### src/rtl/mips_loader_pkg.sv
// Shared constants and state encodings for the UART instruction-memory boot loader.
package mips_loader_pkg;

  localparam logic [7:0]  SYNC_BYTE  = 8'hA5;
  localparam int unsigned WORD_WIDTH = 32;

  typedef enum logic [2:0] {
    ST_IDLE   = 3'd0,
    ST_LEN_HI = 3'd1,
    ST_LEN_LO = 3'd2,
    ST_DATA   = 3'd3,
    ST_CSUM   = 3'd4,
    ST_DONE   = 3'd5,
    ST_ERROR  = 3'd6
  } loader_state_e;

  typedef enum logic [1:0] {
    RX_IDLE  = 2'd0,
    RX_START = 2'd1,
    RX_DATA  = 2'd2,
    RX_STOP  = 2'd3
  } rx_state_e;

endpackage

### src/rtl/imem_uart_loader_if.sv
// Instruction-memory write port driven by the boot loader.
interface imem_uart_loader_if #(
  parameter int unsigned ADDR_WIDTH = 8
);
  import mips_loader_pkg::*;

  logic                    imem_we;
  logic [ADDR_WIDTH-1:0]   imem_addr;
  logic [WORD_WIDTH-1:0]   imem_wdata;

  modport master (output imem_we, output imem_addr, output imem_wdata);
  modport slave  (input  imem_we, input  imem_addr, input  imem_wdata);
endinterface

### src/rtl/uart_rx_byte.sv
// 8N1 UART byte receiver: 2-flop synchronizer, mid-bit sampling, one-cycle byte_valid
// on the stop-bit sample with frame_err qualifying it.
module uart_rx_byte
  import mips_loader_pkg::*;
#(
  parameter int unsigned CLKS_PER_BIT = 16
) (
  input  logic       clk,
  input  logic       rst_n,
  input  logic       rx_i,
  output logic       byte_valid_o,
  output logic [7:0] byte_data_o,
  output logic       frame_err_o
);

  localparam int unsigned CW = $clog2(CLKS_PER_BIT);
  localparam logic [CW-1:0] HALF_M1 = CW'(CLKS_PER_BIT / 2 - 1);
  localparam logic [CW-1:0] FULL_M1 = CW'(CLKS_PER_BIT - 1);

  logic            rx_meta_q, rx_sync_q, rx_prev_q;
  rx_state_e       state_q, state_d;
  logic [CW-1:0]   cnt_q, cnt_d;
  logic [2:0]      bit_idx_q, bit_idx_d;
  logic [7:0]      shift_q, shift_d;
  logic            valid_q, valid_d;
  logic            ferr_q, ferr_d;

  always_comb begin
    state_d   = state_q;
    cnt_d     = cnt_q;
    bit_idx_d = bit_idx_q;
    shift_d   = shift_q;
    valid_d   = 1'b0;
    ferr_d    = 1'b0;
    case (state_q)
      RX_IDLE: begin
        cnt_d = '0;
        if (rx_prev_q && !rx_sync_q) state_d = RX_START;
      end
      RX_START: begin
        if (cnt_q == HALF_M1) begin
          cnt_d     = '0;
          bit_idx_d = '0;
          // a start bit that is high again at mid-bit is a glitch
          state_d   = rx_sync_q ? RX_IDLE : RX_DATA;
        end else begin
          cnt_d = cnt_q + 1'b1;
        end
      end
      RX_DATA: begin
        if (cnt_q == FULL_M1) begin
          cnt_d     = '0;
          shift_d   = {rx_sync_q, shift_q[7:1]};
          bit_idx_d = bit_idx_q + 3'd1;
          if (bit_idx_q == 3'd7) state_d = RX_STOP;
        end else begin
          cnt_d = cnt_q + 1'b1;
        end
      end
      RX_STOP: begin
        if (cnt_q == FULL_M1) begin
          cnt_d   = '0;
          valid_d = 1'b1;
          ferr_d  = ~rx_sync_q;
          state_d = RX_IDLE;
        end else begin
          cnt_d = cnt_q + 1'b1;
        end
      end
      default: state_d = RX_IDLE;
    endcase
  end

  always_ff @(posedge clk or negedge rst_n) begin
    if (!rst_n) begin
      rx_meta_q <= 1'b1;
      rx_sync_q <= 1'b1;
      rx_prev_q <= 1'b1;
      state_q   <= RX_IDLE;
      cnt_q     <= '0;
      bit_idx_q <= '0;
      shift_q   <= '0;
      valid_q   <= 1'b0;
      ferr_q    <= 1'b0;
    end else begin
      rx_meta_q <= rx_i;
      rx_sync_q <= rx_meta_q;
      rx_prev_q <= rx_sync_q;
      state_q   <= state_d;
      cnt_q     <= cnt_d;
      bit_idx_q <= bit_idx_d;
      shift_q   <= shift_d;
      valid_q   <= valid_d;
      ferr_q    <= ferr_d;
    end
  end

  assign byte_valid_o = valid_q;
  assign byte_data_o  = shift_q;
  assign frame_err_o  = ferr_q;

endmodule

### src/rtl/imem_uart_loader.sv
// Packet FSM that loads a UART-delivered program image into instruction memory and
// releases the core from reset once the checksum verifies.
module imem_uart_loader
  import mips_loader_pkg::*;
#(
  parameter int unsigned CLKS_PER_BIT = 16,
  parameter int unsigned ADDR_WIDTH   = 8
) (
  input  logic                clk,
  input  logic                rst_n,
  input  logic                rx,
  imem_uart_loader_if.master  imem,
  output logic                core_rst_n,
  output logic                loading,
  output logic                done,
  output logic                err
);

  localparam logic [16:0] MAX_LEN = 17'(1) << ADDR_WIDTH;

  logic        byte_valid;
  logic [7:0]  byte_data;
  logic        frame_err;

  uart_rx_byte #(
    .CLKS_PER_BIT (CLKS_PER_BIT)
  ) u_rx (
    .clk          (clk),
    .rst_n        (rst_n),
    .rx_i         (rx),
    .byte_valid_o (byte_valid),
    .byte_data_o  (byte_data),
    .frame_err_o  (frame_err)
  );

  loader_state_e           state_q, state_d;
  logic [15:0]             len_q, len_d;
  logic [15:0]             word_idx_q, word_idx_d;
  logic [1:0]              byte_cnt_q, byte_cnt_d;
  logic [WORD_WIDTH-1:0]   asm_q, asm_d;
  logic [7:0]              csum_q, csum_d;
  logic                    we_q, we_d;
  logic [ADDR_WIDTH-1:0]   addr_q, addr_d;
  logic [WORD_WIDTH-1:0]   wdata_q, wdata_d;
  logic                    loading_q, done_q, err_q, core_rst_n_q;
  logic [15:0]             len_full;

  assign len_full = {len_q[15:8], byte_data};

  always_comb begin
    state_d    = state_q;
    len_d      = len_q;
    word_idx_d = word_idx_q;
    byte_cnt_d = byte_cnt_q;
    asm_d      = asm_q;
    csum_d     = csum_q;
    we_d       = 1'b0;
    addr_d     = addr_q;
    wdata_d    = wdata_q;
    if (byte_valid) begin
      if (frame_err) begin
        // corrupted bytes only abort a packet in flight; between packets they are dropped
        if (state_q inside {ST_LEN_HI, ST_LEN_LO, ST_DATA, ST_CSUM}) state_d = ST_ERROR;
      end else begin
        case (state_q)
          ST_IDLE, ST_DONE, ST_ERROR: begin
            if (byte_data == SYNC_BYTE) begin
              state_d    = ST_LEN_HI;
              csum_d     = '0;
              word_idx_d = '0;
              byte_cnt_d = '0;
            end
          end
          ST_LEN_HI: begin
            len_d   = {byte_data, len_q[7:0]};
            csum_d  = csum_q ^ byte_data;
            state_d = ST_LEN_LO;
          end
          ST_LEN_LO: begin
            len_d  = len_full;
            csum_d = csum_q ^ byte_data;
            if ({1'b0, len_full} > MAX_LEN) state_d = ST_ERROR;
            else if (len_full == '0)        state_d = ST_CSUM;
            else                            state_d = ST_DATA;
          end
          ST_DATA: begin
            asm_d      = {asm_q[23:0], byte_data};
            csum_d     = csum_q ^ byte_data;
            byte_cnt_d = byte_cnt_q + 2'd1;
            if (byte_cnt_q == 2'd3) begin
              we_d    = 1'b1;
              addr_d  = word_idx_q[ADDR_WIDTH-1:0];
              wdata_d = {asm_q[23:0], byte_data};
              if (word_idx_q + 16'd1 == len_q) state_d = ST_CSUM;
              else                             word_idx_d = word_idx_q + 16'd1;
            end
          end
          ST_CSUM: state_d = (byte_data == csum_q) ? ST_DONE : ST_ERROR;
          default: state_d = ST_IDLE;
        endcase
      end
    end
  end

  always_ff @(posedge clk or negedge rst_n) begin
    if (!rst_n) begin
      state_q      <= ST_IDLE;
      len_q        <= '0;
      word_idx_q   <= '0;
      byte_cnt_q   <= '0;
      asm_q        <= '0;
      csum_q       <= '0;
      we_q         <= 1'b0;
      addr_q       <= '0;
      wdata_q      <= '0;
      loading_q    <= 1'b0;
      done_q       <= 1'b0;
      err_q        <= 1'b0;
      core_rst_n_q <= 1'b0;
    end else begin
      state_q      <= state_d;
      len_q        <= len_d;
      word_idx_q   <= word_idx_d;
      byte_cnt_q   <= byte_cnt_d;
      asm_q        <= asm_d;
      csum_q       <= csum_d;
      we_q         <= we_d;
      addr_q       <= addr_d;
      wdata_q      <= wdata_d;
      loading_q    <= state_d inside {ST_LEN_HI, ST_LEN_LO, ST_DATA, ST_CSUM};
      done_q       <= (state_d == ST_DONE);
      err_q        <= (state_d == ST_ERROR);
      core_rst_n_q <= (state_d == ST_DONE);
    end
  end

  assign imem.imem_we    = we_q;
  assign imem.imem_addr  = addr_q;
  assign imem.imem_wdata = wdata_q;
  assign core_rst_n      = core_rst_n_q;
  assign loading         = loading_q;
  assign done            = done_q;
  assign err             = err_q;

endmodule
### src/flat_wrapper.sv
// flat-port wrapper written by rule: the top's interface ports become plain ports
module imem_uart_loader_flat import mips_loader_pkg::*;
#(
  parameter int unsigned CLKS_PER_BIT = 16,
  parameter int unsigned ADDR_WIDTH   = 8
)
  (clk, rst_n, rx, core_rst_n, loading, done, err, imem_imem_we, imem_imem_addr, imem_imem_wdata);
  imem_uart_loader_if #(.ADDR_WIDTH(ADDR_WIDTH)) imem_i ();
  input  logic clk;
  input  logic rst_n;
  input  logic rx;
  output logic core_rst_n;
  output logic loading;
  output logic done;
  output logic err;
  output wire logic [$bits(imem_i.imem_we)-1:0] imem_imem_we;
  output wire logic [$bits(imem_i.imem_addr)-1:0] imem_imem_addr;
  output wire logic [$bits(imem_i.imem_wdata)-1:0] imem_imem_wdata;
  assign imem_imem_we = imem_i.imem_we;
  assign imem_imem_addr = imem_i.imem_addr;
  assign imem_imem_wdata = imem_i.imem_wdata;
  imem_uart_loader #(.CLKS_PER_BIT(CLKS_PER_BIT), .ADDR_WIDTH(ADDR_WIDTH)) u_core (.clk(clk), .rst_n(rst_n), .rx(rx), .imem(imem_i), .core_rst_n(core_rst_n), .loading(loading), .done(done), .err(err));
endmodule
### config.mk
export PLATFORM = sky130hd
export DESIGN_NAME = imem_uart_loader_flat
export DESIGN_NICKNAME = d
export VERILOG_FILES = /design/src/rtl/mips_loader_pkg.sv /design/src/rtl/imem_uart_loader_if.sv /design/src/rtl/uart_rx_byte.sv /design/src/rtl/imem_uart_loader.sv /design/src/flat_wrapper.sv
export SDC_FILE = /design/constraint.sdc
export NUM_CORES = 1
export LEC_CHECK = 0
export ABC_AREA = 1
export BUFFER_PORTS_ARGS = -buffer_cell sky130_fd_sc_hd__buf_2
export CAP_MARGIN = 20
export CORE_MARGIN = 8
export CORE_UTILIZATION = 60
export CTS_CLUSTER_DIAMETER = 120
export CTS_CLUSTER_SIZE = 16
export DETAILED_ROUTE_END_ITERATION = 10
export GPL_ROUTABILITY_DRIVEN = 0
export PLACE_DENSITY = 0.8
export SKIP_CTS_REPAIR_TIMING = 1
export SYNTH_ARGS = -nofsm -noshare
export SYNTH_HDL_FRONTEND = slang
export SYNTH_HIERARCHICAL = 1
export SYNTH_SLANG_ARGS = --single-unit
### constraint.sdc
create_clock -name clk -period 2.8 [get_ports clk]
set_clock_uncertainty 0.2 [all_clocks]
set_input_delay 0.56 -clock clk [delete_from_list [all_inputs] [get_ports clk]]
set_output_delay 0.56 -clock clk [all_outputs]
set_load 0.05 [all_outputs]
==> impl_metrics.ini <==
[clock_network]
clock_tree.root_cell = clkbuf_8
clock_latency_ns = 0.52
clkSinkCount = 135
cts_made_buffers = 17
clk_path_buf_depth = 2
cts_tree = done
cts_htree_levels = 4
cts.clk_slew.worst_paths_ns = 0.06

[pwr]
leakage_nw = 3.66
ir_drop_mv = 0.527
powerDensity_nw_per_um2 = 585
totalPowerFinal_mw = 4.34

[global_routing]
grt_overflow = 0
grt_use_total = 0.221
grt_pass1_wl_um = 25500
antenna_found_initial = 0
grt_max_degree = 79
grt_pass1_vias = 5260

[die]
die-area_sq_um = 14200
dieWidth_um = 119
coreArea_sq_um = 10300
die_h_um = 119
start_util = 0.620
io_pins = 48
rows = 37

[final_layout]
fillerInstances = 731
drive_above_1_share = 0.172
final_common_cell = nand2_1
n_antenna_cell = 0
layout.nets = 835
final_cell_mix = nand2_1, dfrtp_1, o21ai_0
syn2layout_area_growth_pct = 15.9
fin_util = 0.719

[timing]
fmax_mhz = 385
hold_viol = 0
relSlewSlack = 0.665
slew_violations = 0
hold_ws_ns = 0.157
worstMarginPinSlew_ns = 0.500
min_period_ns = 2.60
fin_crit_sh = 0.928
setup_viol = 0

[setup_path]
crit_top_cell = nand2_1
path_cells = ha_4 > nand2_2 > nor2_4 > buf_4 > nand4_1 > nand2_1 > nor2_1 > nor2_1 > nand2_1 > nor2_2 > nand4_1 > nand2_1 > nand2_1 > nand2_1 > nand2_1 > nand2_2 > nand3_1 > nand2_1 > inv_1
worst_ep_required_time_ns = 3.02
cp_num_buf_inv = 2
crit_arrival_ns = 2.82
critPathCaptureType = flop
cp-start-kind = flop
worstPathMaxFanout = 8
crit_slowest_cell = dfrtp_2
cp_top_family = simple AND/OR/NAND/NOR gates
slowest_delay_ns = 0.43
crit_type = reg -> reg

[yosys]
synth_area_sq_um = 6400
yosysSeqAreaShare = 0.528
ys_ff_latch = 135
syn_nets = 774
ys_types = 41
synth.avg_cell_area_sq_um = 8.36
netlist_instances = 766
ys_warn_count = 6

[route]
routed_wirelength_um = 15100
drtAntennaViolNets = 0
drc_errors = 0
first_pass_iters = 6
vias_per_cell = 5.51
wl_per_cell_um = 15.5
route.vias.total = 5368
drt_iter0_drc = 697

[placement]
place_hpwl_um = 10200
port_buffers = 47

[status]
outcome = finished clean

[worst_hold_path]
hp-class = reg -> reg

[run]
maxCapViolCount = 0
-- per-stage QoR --
| step | instances | setup TNS [ns] | setup slack, ns | area (sq um) |
|---|---|---|---|---|
| floorplan | 766 | 0 | 0.552 | 6400 |
| global placement | 938 | 0 | 0.321 | 6810 |
| detailed placement | 938 | 0 | 0.189 | 6810 |
| CTS | 969 | 0 | 0.103 | 7340 |
| global route | 975 | -0.323 | -0.0875 | 7420 |
| finish | 975 | 0 | 0.201 | 7420 |
-- sequential cells by signal, summed over array words and instances (netlist names), named ones only --
signal,flops
u_core/u_rx/frame_err_o,1
u_core/state_q,3
u_core/word_idx_q,16
u_core/u_rx/rx_meta_q,1
u_core/u_rx/rx_sync_q,1
u_core/csum_q,8
u_core/imem.imem_wdata,32
u_core/u_rx/byte_data_o,8
u_core/imem.imem_addr,8
u_core/loading,1
u_core/u_rx/cnt_q,4
u_core/u_rx/rx_prev_q,1
u_core/imem.imem_we,1
u_core/core_rst_n,1
u_core/u_rx/bit_idx_q,3
u_core/byte_cnt_q,2
u_core/asm_q,24
u_core/len_q,16
u_core/u_rx/state_q,1
u_core/err,1
u_core/u_rx/byte_valid_o,1
-- logic make-up after synthesis --
logic type	Yosys count	synth area share
compound gates	132	0.119
xor+xnor	10	0.0137
fa+ha+maj	5	0.00977
buf+inv	113	0.0711
flops	135	0.528
simple gates	371	0.258
-- cell type report --
class                   count  area [sq um]  area share
clock buffers              23           457      0.0616
well taps                 136           170      0.0229
multi-input cells         518          2580       0.348
clock inverters             8          75.1      0.0101
inverters                  91           342      0.0460
repair buffers             64           412      0.0555
flip-flops and latches    135          3380       0.456
-- synthesized netlist by cell type, drive strengths merged --
cell    number  area share
nor3         6      0.0063
dfstp        3       0.012
nor2        51       0.041
inv         91       0.053
nand3b       4      0.0047
xor2         9       0.012
a211oi       1      0.0012
nand3       50       0.041
a22oi        1      0.0012
nor4         5      0.0049
a22o         1      0.0014
o21bai       2      0.0029
o31ai        7      0.0082
a31oi        1     0.00098
nand2      242        0.15
buf          8      0.0096
a21oi        8      0.0086
o21ai      109       0.092
o21a         1      0.0012
xnor2        1      0.0014
dfrtp      132        0.52
o41ai        1      0.0014
nand4       13       0.013
clkbuf      14      0.0082
ha           5      0.0098
-- per-layer routing --
metal | vias to the layer above | global-route usage | wire length, um
met5 | - | 0 | 0
met4 | 0 | 0.0843 | 340
met3 | 36 | 0.0534 | 791
met2 | 178 | 0.354 | 7380
met1 | 2562 | 0.286 | 6600
li1 | 2592 | - | -
-- report_power, final --
group          internal [mW]  total, mW  switching [mW]
clock network           1.22       2.02           0.807
registers               1.99       2.03          0.0445
logic                 0.0862      0.283           0.197
total                   3.29       4.34            1.05
-- final timing paths --
path                                                   from                               end  slack (ns)  cells past startpoint
setup / recovery           u_core/word_idx_q[1]$_DFFE_PN0P_          u_core/loading$_DFF_PN0_        0.20                     19
hold / removal              u_core/u_rx/rx_meta_q$_DFF_PN1_   u_core/u_rx/rx_sync_q$_DFF_PN1_        0.16                      0
setup reg to reg           u_core/word_idx_q[1]$_DFFE_PN0P_          u_core/loading$_DFF_PN0_        0.20                     19
hold reg to reg             u_core/u_rx/rx_meta_q$_DFF_PN1_   u_core/u_rx/rx_sync_q$_DFF_PN1_        0.16                      0
max in group asynchronous                             rst_n  u_core/word_idx_q[1]$_DFFE_PN0P_        1.36                      3
min in group asynchronous                             rst_n      u_core/asm_q[22]$_DFFE_PN0P_        0.36                      2
Note: power is estimated with default switching activity, not from simulation.
